`src/rtl/mic_array_pkg.sv`:
```
// -----------------------------------------------------------------------------
// mic_array_pkg
//   Shared definitions for the mic-array TDM slice serializer.
//   - DEF_NUM_CH / DEF_SAMPLE_W / DEF_SLICE_W : default array geometry
//   - tdm_state_e : serializer FSM states (IDLE, SEND)
//   - slice_lsb() : bit position, inside a packed frame, of the LSB of the
//                   slice emitted at a given frame index (MSB-first within a
//                   channel, channel 0 first).
// -----------------------------------------------------------------------------
package mic_array_pkg;

   localparam int DEF_NUM_CH   = 2;
   localparam int DEF_SAMPLE_W = 16;
   localparam int DEF_SLICE_W  = 4;

   typedef enum logic {
      ST_IDLE = 1'b0,
      ST_SEND = 1'b1
   } tdm_state_e;

   // Frame index idx selects channel idx/slices and slice idx%slices of that
   // channel. Slice 0 is the most significant SLICE_W bits of the sample, so
   // its LSB sits slice_w below the top of the channel field.
   function automatic int slice_lsb(input int idx,
                                    input int slices,
                                    input int sample_w,
                                    input int slice_w);
      int ch;
      int s;
      ch = idx / slices;
      s  = idx % slices;
      return ch * sample_w + sample_w - (s + 1) * slice_w;
   endfunction

endpackage : mic_array_pkg

```
`src/rtl/tdm_frame_buffer.sv`:
```
// -----------------------------------------------------------------------------
// tdm_frame_buffer
//   Frame storage for the serializer: an active frame (being emitted) and a
//   one-deep pending frame (waiting), plus the input handshake and the sticky
//   overrun flag.
//
//   Handshake: a frame transfers on a rising edge where in_valid_i and
//   in_ready_o are both 1. in_ready_o depends only on registered state (the
//   pending slot being free), never on in_valid_i in the same cycle.
//
// Ports
//   clk, rst        clock, asynchronous active-high reset
//   in_data_i       packed frame offered by the producer
//   in_valid_i      frame offered this cycle
//   in_ready_o      pending slot free, an offered frame will be accepted
//   sending_i       serializer is in SEND
//   frame_end_i     serializer is emitting the last slice this edge
//   overrun_clr_i   clears the sticky overrun flag
//   accept_o        handshake completes on this edge
//   active_o        frame currently being emitted
//   overrun_o       sticky: a frame was offered while in_ready_o was 0
// -----------------------------------------------------------------------------
module tdm_frame_buffer #(
   parameter int FRAME_W = 32
) (
   input  logic               clk,
   input  logic               rst,
   input  logic [FRAME_W-1:0] in_data_i,
   input  logic               in_valid_i,
   output logic               in_ready_o,
   input  logic               sending_i,
   input  logic               frame_end_i,
   input  logic               overrun_clr_i,
   output logic               accept_o,
   output logic [FRAME_W-1:0] active_o,
   output logic               overrun_o
);

   logic [FRAME_W-1:0] active_q, active_d;
   logic [FRAME_W-1:0] pend_q, pend_d;
   logic               pend_full_q, pend_full_d;
   logic               overrun_q, overrun_d;

   assign in_ready_o = !pend_full_q;
   assign accept_o   = in_valid_i && !pend_full_q;
   assign active_o   = active_q;
   assign overrun_o  = overrun_q;

   always_comb begin
      active_d    = active_q;
      pend_d      = pend_q;
      pend_full_d = pend_full_q;

      if (!sending_i) begin
         // Idle: a new frame goes straight to active, pending stays free.
         if (accept_o) begin
            active_d = in_data_i;
         end
      end else if (frame_end_i) begin
         // Last slice leaves this edge. A waiting frame takes over; otherwise
         // a frame arriving right now is treated as if it had been waiting,
         // so either way the next edge emits slice 0 with no bubble. Both
         // cannot happen together because a full pending blocks accept_o.
         if (pend_full_q) begin
            active_d    = pend_q;
            pend_d      = '0;
            pend_full_d = 1'b0;
         end else if (accept_o) begin
            active_d = in_data_i;
         end
      end else if (accept_o) begin
         pend_d      = in_data_i;
         pend_full_d = 1'b1;
      end

      // Set has priority over clear so a coincident overrun is never lost.
      overrun_d = overrun_q;
      if (in_valid_i && !in_ready_o) begin
         overrun_d = 1'b1;
      end else if (overrun_clr_i) begin
         overrun_d = 1'b0;
      end
   end

   always_ff @(posedge clk or posedge rst) begin
      if (rst) begin
         active_q    <= '0;
         pend_q      <= '0;
         pend_full_q <= 1'b0;
         overrun_q   <= 1'b0;
      end else begin
         active_q    <= active_d;
         pend_q      <= pend_d;
         pend_full_q <= pend_full_d;
         overrun_q   <= overrun_d;
      end
   end

endmodule : tdm_frame_buffer

```
`src/rtl/tdm_slice_serializer.sv`:
```
// -----------------------------------------------------------------------------
// tdm_slice_serializer
//   Takes a frame of NUM_CH parallel PCM samples and emits it on a narrow bus,
//   one SLICE_W-bit slice per clock, channel 0 first, MSB slice first. Each
//   slice carries its channel index and start/end-of-frame markers. A one
//   frame pending buffer allows gapless back-to-back frames; frames offered
//   while that buffer is full are dropped and flagged on the sticky overrun.
//
//   Handshake: in_data/in_valid transfer on a rising edge with in_ready=1.
//   in_ready is driven from registers only. The output side has no
//   backpressure: out_valid marks each cycle that carries a slice.
//
// Ports
//   clk          system clock
//   rst          asynchronous active-high reset
//   in_data      packed frame, channel c at [c*SAMPLE_W +: SAMPLE_W]
//   in_valid     frame offered this cycle
//   in_ready     frame will be accepted (pending slot free)
//   out_valid    out_slice holds a valid slice
//   out_slice    current slice
//   out_ch       channel index of the current slice
//   out_sof      first slice of a frame
//   out_eof      last slice of a frame
//   overrun      sticky: a frame was offered while in_ready=0
//   overrun_clr  clears overrun (a coincident new overrun wins)
// -----------------------------------------------------------------------------
module tdm_slice_serializer
   import mic_array_pkg::*;
#(
   parameter  int NUM_CH   = DEF_NUM_CH,
   parameter  int SAMPLE_W = DEF_SAMPLE_W,
   parameter  int SLICE_W  = DEF_SLICE_W,
   localparam int CH_W     = (NUM_CH > 1) ? $clog2(NUM_CH) : 1,
   localparam int FRAME_W  = NUM_CH * SAMPLE_W
) (
   input  logic               clk,
   input  logic               rst,
   input  logic [FRAME_W-1:0] in_data,
   input  logic               in_valid,
   output logic               in_ready,
   output logic               out_valid,
   output logic [SLICE_W-1:0] out_slice,
   output logic [CH_W-1:0]    out_ch,
   output logic               out_sof,
   output logic               out_eof,
   output logic               overrun,
   input  logic               overrun_clr
);

   localparam int SLICES    = SAMPLE_W / SLICE_W;
   localparam int FRAME_LEN = NUM_CH * SLICES;
   localparam int IDX_W     = (FRAME_LEN > 1) ? $clog2(FRAME_LEN) : 1;

   // Geometry checks at elaboration.
   if (SAMPLE_W % SLICE_W != 0) begin : g_bad_slice_w
      $error("tdm_slice_serializer: SAMPLE_W (%0d) must be a multiple of SLICE_W (%0d)",
             SAMPLE_W, SLICE_W);
   end
   if (NUM_CH < 2) begin : g_bad_num_ch
      $error("tdm_slice_serializer: NUM_CH (%0d) must be at least 2", NUM_CH);
   end

   tdm_state_e         state_q, state_d;
   logic [IDX_W-1:0]   idx_q, idx_d;

   logic               out_valid_q, out_valid_d;
   logic [SLICE_W-1:0] out_slice_q, out_slice_d;
   logic [CH_W-1:0]    out_ch_q, out_ch_d;
   logic               out_sof_q, out_sof_d;
   logic               out_eof_q, out_eof_d;

   logic               sending;
   logic               frame_end;
   logic               accept;
   logic [FRAME_W-1:0] active;

   assign sending   = (state_q == ST_SEND);
   assign frame_end = sending && (idx_q == IDX_W'(FRAME_LEN - 1));

   tdm_frame_buffer #(
      .FRAME_W (FRAME_W)
   ) u_buf (
      .clk           (clk),
      .rst           (rst),
      .in_data_i     (in_data),
      .in_valid_i    (in_valid),
      .in_ready_o    (in_ready),
      .sending_i     (sending),
      .frame_end_i   (frame_end),
      .overrun_clr_i (overrun_clr),
      .accept_o      (accept),
      .active_o      (active),
      .overrun_o     (overrun)
   );

   // ---------------------------------------------------------------------
   // State register
   // ---------------------------------------------------------------------
   always_ff @(posedge clk or posedge rst) begin
      if (rst) begin
         state_q <= ST_IDLE;
         idx_q   <= '0;
      end else begin
         state_q <= state_d;
         idx_q   <= idx_d;
      end
   end

   // ---------------------------------------------------------------------
   // Next state
   // ---------------------------------------------------------------------
   always_comb begin
      state_d = state_q;
      case (state_q)
         ST_IDLE: begin
            if (accept) begin
               state_d = ST_SEND;
            end
         end
         ST_SEND: begin
            // Stay in SEND across a frame boundary whenever another frame is
            // ready (waiting in pending or arriving on this very edge).
            if (frame_end && !in_ready) begin
               state_d = ST_SEND;
            end else if (frame_end && !accept) begin
               state_d = ST_IDLE;
            end
         end
         default: state_d = ST_IDLE;
      endcase

      // The counter only ever wraps through this explicit reload; in IDLE it
      // rests at 0 so the first SEND edge emits slice 0.
      if (sending && !frame_end) begin
         idx_d = IDX_W'(int'(idx_q) + 1);
      end else begin
         idx_d = '0;
      end
   end

   // ---------------------------------------------------------------------
   // Output decode: in SEND, slice idx of the active frame is registered
   // onto the outputs on the next edge. Outside SEND everything reads 0.
   // ---------------------------------------------------------------------
   always_comb begin
      out_valid_d = 1'b0;
      out_slice_d = '0;
      out_ch_d    = '0;
      out_sof_d   = 1'b0;
      out_eof_d   = 1'b0;
      if (sending) begin
         out_valid_d = 1'b1;
         out_slice_d = SLICE_W'(active >> slice_lsb(int'(idx_q), SLICES, SAMPLE_W, SLICE_W));
         out_ch_d    = CH_W'(int'(idx_q) / SLICES);
         out_sof_d   = (idx_q == '0);
         out_eof_d   = frame_end;
      end
   end

   always_ff @(posedge clk or posedge rst) begin
      if (rst) begin
         out_valid_q <= 1'b0;
         out_slice_q <= '0;
         out_ch_q    <= '0;
         out_sof_q   <= 1'b0;
         out_eof_q   <= 1'b0;
      end else begin
         out_valid_q <= out_valid_d;
         out_slice_q <= out_slice_d;
         out_ch_q    <= out_ch_d;
         out_sof_q   <= out_sof_d;
         out_eof_q   <= out_eof_d;
      end
   end

   assign out_valid = out_valid_q;
   assign out_slice = out_slice_q;
   assign out_ch    = out_ch_q;
   assign out_sof   = out_sof_q;
   assign out_eof   = out_eof_q;

endmodule : tdm_slice_serializer

```
`config.mk`:
```
export PLATFORM = sky130hd
export DESIGN_NAME = tdm_slice_serializer
export DESIGN_NICKNAME = d
export VERILOG_FILES = /design/src/rtl/mic_array_pkg.sv /design/src/rtl/tdm_frame_buffer.sv /design/src/rtl/tdm_slice_serializer.sv
export SDC_FILE = /design/constraint.sdc
export NUM_CORES = 1
export LEC_CHECK = 0
export ABC_AREA = 0
export CORE_ASPECT_RATIO = 0.75
export CORE_MARGIN = 2
export CORE_UTILIZATION = 36
export DETAILED_ROUTE_END_ITERATION = 7
export HOLD_SLACK_MARGIN = 0.03
export PLACE_DENSITY = 0.63
export SYNTH_ARGS = -nofsm -noshare
export SYNTH_HDL_FRONTEND = slang
export SYNTH_SLANG_ARGS = --single-unit
```
`constraint.sdc`:
```
create_clock -name clk -period 4.4 [get_ports clk]
set_clock_uncertainty 0.05 [all_clocks]
set_input_delay 0.88 -clock clk [delete_from_list [all_inputs] [get_ports clk]]
set_output_delay 0.88 -clock clk [all_outputs]
set_load 0.03 [all_outputs]
```
# Yosys cells after proc, flatten, opt, wreduce, memory -nomap -nowiden
# Cells that the tools add are included.
# op_classes
n_div,0
n_shift,1
multipliers,0
n_bitwise,1
n_reduce_logical,14
n_addsub,4
n_eq_ne,3
n_lt_le_gt_ge,0
mux,21
# op_table
operator,n
$mux 32,7
$shr 32x32->4,1
$mux 1,11
$sub 6x5->7,1
$add 5x5->6 const B,1
$logic_and 1x1->1,6
$mux 4,1
$ne 2x1->1 const B,2
$reduce_bool 2->1,2
$add 2x1->3 const B,1
$add 3x1->3 const B,1
$eq 3x3->1 const B,1
$logic_not 1->1,3
$logic_not 3->1,1
$mux 3,1
$reduce_and 3->1,1
$pmux 1 s2,1
$reduce_and 2->1,1
$not 1->1,1
# totals
latchBits,0
out_inout_bits,10
romBits,0
ff_bits,78
ramBits,0
input_bits,36
memories,0

# Logic depth before layout (Yosys ltp)
# logic_depth
ltp_word,7
ltp_mapped,8
depth_no_buf,6

# Cells and area by module
# Synthesis repeated with hierarchy kept, for this count alone.
# unflattened
cells_unflattened,266
area_unflattened_um2,3388.2
# by_module_without_submodules
mod,area_per_inst_um2,instances,cells_each
tdm_frame_buffer,2635.0,1,197
tdm_slice_serializer,753.2,1,69

# Worst setup path after synthesis
# Ideal clock, no wire load.
# synth_path
path_kind,reg2reg
startpoint,register idx_q[0]
endpoint,"register out_slice_q[1], in the netlist out_slice[1]"
slack_ns,2.492
arrival_time_ns,1.719
n_path_buf,0
stages_incl_launch_ff,7
required_time_ns,4.211
path_cell_list,dfrtp_1 -> ha_1 -> ha_1 -> xor2_2 -> or2b_4 -> a211oi_1 -> a2111oi_2
# synth_between
elab_chain_len,4
# synth_rtl
element,line,text
start: declaration,tdm_slice_serializer.sv:64,"logic [IDX_W-1:0] idx_q, idx_d;"
start signal: assignment,tdm_slice_serializer.sv:105,idx_q <= idx_d;
$add 2x1->3,mic_array_pkg.sv:32,return ch * sample_w + sample_w - (s + 1) * slice_w;
$sub 6x5->7,mic_array_pkg.sv:32,
$shr 32x32->4,tdm_slice_serializer.sv:153,"out_slice_d = SLICE_W'(active >> slice_lsb(int'(idx_q), SLICES, SAMPLE_W, SLICE_W));"
$mux 4,tdm_slice_serializer.sv:151,if (sending) begin
net out_slice_d[1],tdm_slice_serializer.sv:67,"logic [SLICE_W-1:0] out_slice_q, out_slice_d;"
end signal: assignment,tdm_slice_serializer.sv:169,out_slice_q <= out_slice_d;
end: declaration,tdm_slice_serializer.sv:67,
# The timed path passes the listed nets, and every way through them passes these cells.
# A chain may end at the register's enable or synchronous reset.

# Worst setup path in the final report
# layout_path
startpoint,input in_valid
endpoint,register u_buf.pend_q[14]
# layout_between
elab_chain_len,3
# layout_rtl
element,line,text
start: declaration,tdm_slice_serializer.sv:39,"input logic in_valid,"
$logic_and 1x1->1,tdm_frame_buffer.sv:45,assign accept_o = in_valid_i && !pend_full_q;
$reduce_bool 2->1 (no source line),-,
$reduce_and 3->1 (no source line),-,
end signal: assignment,tdm_frame_buffer.sv:93,pend_q <= pend_d;
end: declaration,tdm_frame_buffer.sv:40,"logic [FRAME_W-1:0] pend_q, pend_d;"
# No other way between the ends.

==> flow_metrics.tcl <==
set metrics [dict create \
    dp_cells 519 \
    final_cell_area_um2 4300 \
    powerDensity_nw_per_um2 818 \
    wl_per_cell_um 14.6 \
    hold_path_depth 2 \
    synth.net_count 402 \
    n_antenna_cell 0 \
    drtIter0Drc 113 \
    leakagePower_uw 0.00189 \
    nFillCells 931 \
    nNetsFinal 438 \
    die_height_um 89.3 \
    place.port_buffers 45 \
    r2r-start "idx_q[0]$_DFF_PP0_" \
    critical_path_class "input port to flip-flop" \
    ys_seq_area_share_pct 55.9 \
    numCtsBuffers 9 \
    globalplace.congestion 0.752 \
    critPathRequiredTime_ns 4.54 \
    rows 31 \
    post_cts_resize_count 0 \
    die_area_um2 10500 \
    overflow 0 \
    h-tree-depth 3 \
    clkLatencyLatePin_ns 0.33 \
    start_util_pct 36.6 \
    rsz0062_at_grt "false" \
    core_um2 9540 \
    grt_max_degree 38 \
    dpl-instance-area_um2 4010 \
    total_power_uw 3520 \
    worstHoldEndpoint "u_buf.pend_q[20]$_DFFE_PP0P_" \
    die_w_um 118 \
    route.detailed.drc 0 \
    stdcell_count 534 \
    drive_gt1_share_pct 8.46 \
    hold_viol_final 0 \
    clockBufferDepth 2 \
    vias_per_cell 4.94 \
    max_freq_mhz 390 \
    slew_headroom_pct 19.6 \
    vias 2637 \
    hold_ws_ns 0.428 \
    antenna_found_initial 0 \
    crit_path_start_kind "input port" \
    io_pins 46 \
    cp_max_fo 34 \
    grt_pass1_vias 2682 \
    cp.arrival_ns 2.71 \
    yosys.cell_types.count 29 \
    slew_violations 0 \
    grt_pass1_wl_um 13600 \
    r2r_end "u_buf.active_o[13]$_DFFE_PP0P_" \
    maxCapViolCount 0 \
    post-cts-setup-buffers 0 \
    worstHoldStart "u_buf.pend_q[20]$_DFFE_PP0P_" \
    path_clk_slew_ns 0.06 \
    ff2ff_setup_slack_ns 1.89 \
    netlist_instances 362 \
    firstDrtPassIters 4 \
    period_share_pct 58.3 \
    gr-usage-all-layers_pct 16.6 \
    area_growth_pct 23.1 \
    final-setup-viol-count 0 \
    cts_root_buffer "clkbuf_16" \
    worst_pin_slew_ns 1.20 \
    synth_area_um2 3490 \
    wirelength_um 7820 \
    post-route-min-period_ns 2.57 \
    cts_tree "yes" \
    synth_warnings 0 \
    syn_avg_cell_area_um2 9.64 \
    tns_ns 0 \
    cts_num_sinks 78 \
    ys_ff_latch 78 \
    reg2regPathDepth 7 \
    dp_hpwl_um 5130 \
    ant_nets 0 \
    status "complete, no violations" \
    cts-hold-fix-buffers 0 \
    endpoint_kind "flip-flop" \
    hp-class "flip-flop to flip-flop" \
    peakVddDrop_v 0.000320 \
]
layout make-up:
cell class | count | area (µm²) | share of cell area (%)
sequential | 78 | 1950 | 45.4
multi-input combinational | 250 | 1360 | 31.7
timing repair buffer | 51 | 495 | 11.5
clock buffer | 12 | 246 | 5.74
tap | 132 | 165 | 3.84
clock inverter | 3 | 45.0 | 1.05
inverter | 8 | 30.0 | 0.699
worst max path at each step:
| stage | from | depth (start not counted) | end |
|---|---|---|---|
| floorplan | rst | 1 | idx_q[0]$_DFF_PP0_ |
| global placement | in_valid | 5 | u_buf.pend_q[30]$_DFFE_PP0P_ |
| detailed placement | in_valid | 5 | u_buf.pend_q[14]$_DFFE_PP0P_ |
| CTS | in_valid | 5 | u_buf.pend_q[14]$_DFFE_PP0P_ |
| global route | in_valid | 6 | u_buf.pend_q[14]$_DFFE_PP0P_ |
| finish | in_valid | 5 | u_buf.pend_q[14]$_DFFE_PP0P_ |
sequential cells by signal, summed over array words and instances, names as in the netlist:
name,cells
out_sof,1
out_valid,1
u_buf.pend_q,32
u_buf.active_o,32
sending,1
idx_q,3
u_buf.overrun_o,1
u_buf.pend_full_q,1
out_eof,1
out_ch,1
out_slice,4
cells in the final DEF, fill, tap and decap left out, drive strengths merged, types with 2 or more instances in the layout:
master and n:
clkdlybuf4s50 45, mux2i 4, and2 6, o22ai 36, buf 6, a2111oi 4, a21oi 33, o21ai 34
a211oi 4, nor2 37, nor3b 2, ha 4, clkbuf 12, mux2 8, clkinvlp 2, inv 8
dfrtp 78, nand2b 2, nand2 70
critical path, stage by stage:
cell	delay, ns
clkdlybuf4s50_1	0.46
nor3b_1	0.19
o21ai_4	0.61
buf_4	0.40
o21ai_0	0.15
synthesized netlist by cell type:
master / n / share of area (%)
a2111oi_2: 1 / 0.43
a21boi_4: 1 / 0.54
o21ai_1: 7 / 1.0
nand3_1: 1 / 0.14
and2_1: 6 / 1.1
buf_4: 1 / 0.22
a2111oi_1: 3 / 0.86
xnor2_1: 1 / 0.25
o22ai_1: 36 / 6.5
mux2_2: 8 / 2.6
mux2i_1: 4 / 1.1
a21oi_1: 33 / 4.7
a211oi_1: 4 / 0.86
nand2_2: 1 / 0.18
o21ai_0: 26 / 3.7
inv_1: 8 / 0.86
nand2b_1: 2 / 0.36
clkbuf_1: 8 / 0.86
ha_1: 4 / 1.4
or2b_4: 1 / 0.32
dfrtp_1: 78 / 56
nor3b_1: 2 / 0.43
and3_1: 1 / 0.18
xor2_2: 1 / 0.47
buf_6: 5 / 1.6
buf_2: 12 / 1.7
nand2_1: 69 / 7.4
o21ai_2: 1 / 0.25
nor2_1: 37 / 4.0
cells by family (layout without fill, tap and decap cells):
logic type	Yosys count	in the layout	synth area share [%]
xor gates and xnor gates	2	2	0.717
and+or+nand+nor	120	120	14.1
muxes	12	12	3.73
DFF	78	78	55.9
buffers and inverters	34	74	5.27
AOI/OAI and AO/OA	112	112	18.9
adders and majority gates	4	4	1.43
per-stage QoR:
stage / worst slack, ns / util, %
after floorplan: 1.47 / -
after detailed placement: 1.48 / 42.0
after global placement: 1.54 / 42.0
final: 1.83 / 45.0
after global routing: 1.65 / 45.0
after CTS: 1.82 / 45.0
report_power, final:
part	switching [µW]	leakage [µW]	total, µW	internal (µW)
sequential	174	0.000925	1250	1080
combinational	928	0.000829	1540	613
clock	273	0.000135	724	452
total	1370	0.00189	3520	2140
routing by layer:
| metal | global-route usage, % | part of all wire, % | wire [µm] | vias to the layer above |
|---|---|---|---|---|
| met3 | 3.89 | 3.6 | 281 | 4 |
| met1 | 23.0 | 52 | 4030 | 1256 |
| met5 | 0 | 0 | 0 | - |
| met2 | 26.2 | 44 | 3450 | 57 |
| met4 | 5.26 | 0.81 | 63 | 0 |
| li1 | - | - | - | 1320 |
No activity file was read; power rests on OpenSTA's default activity.
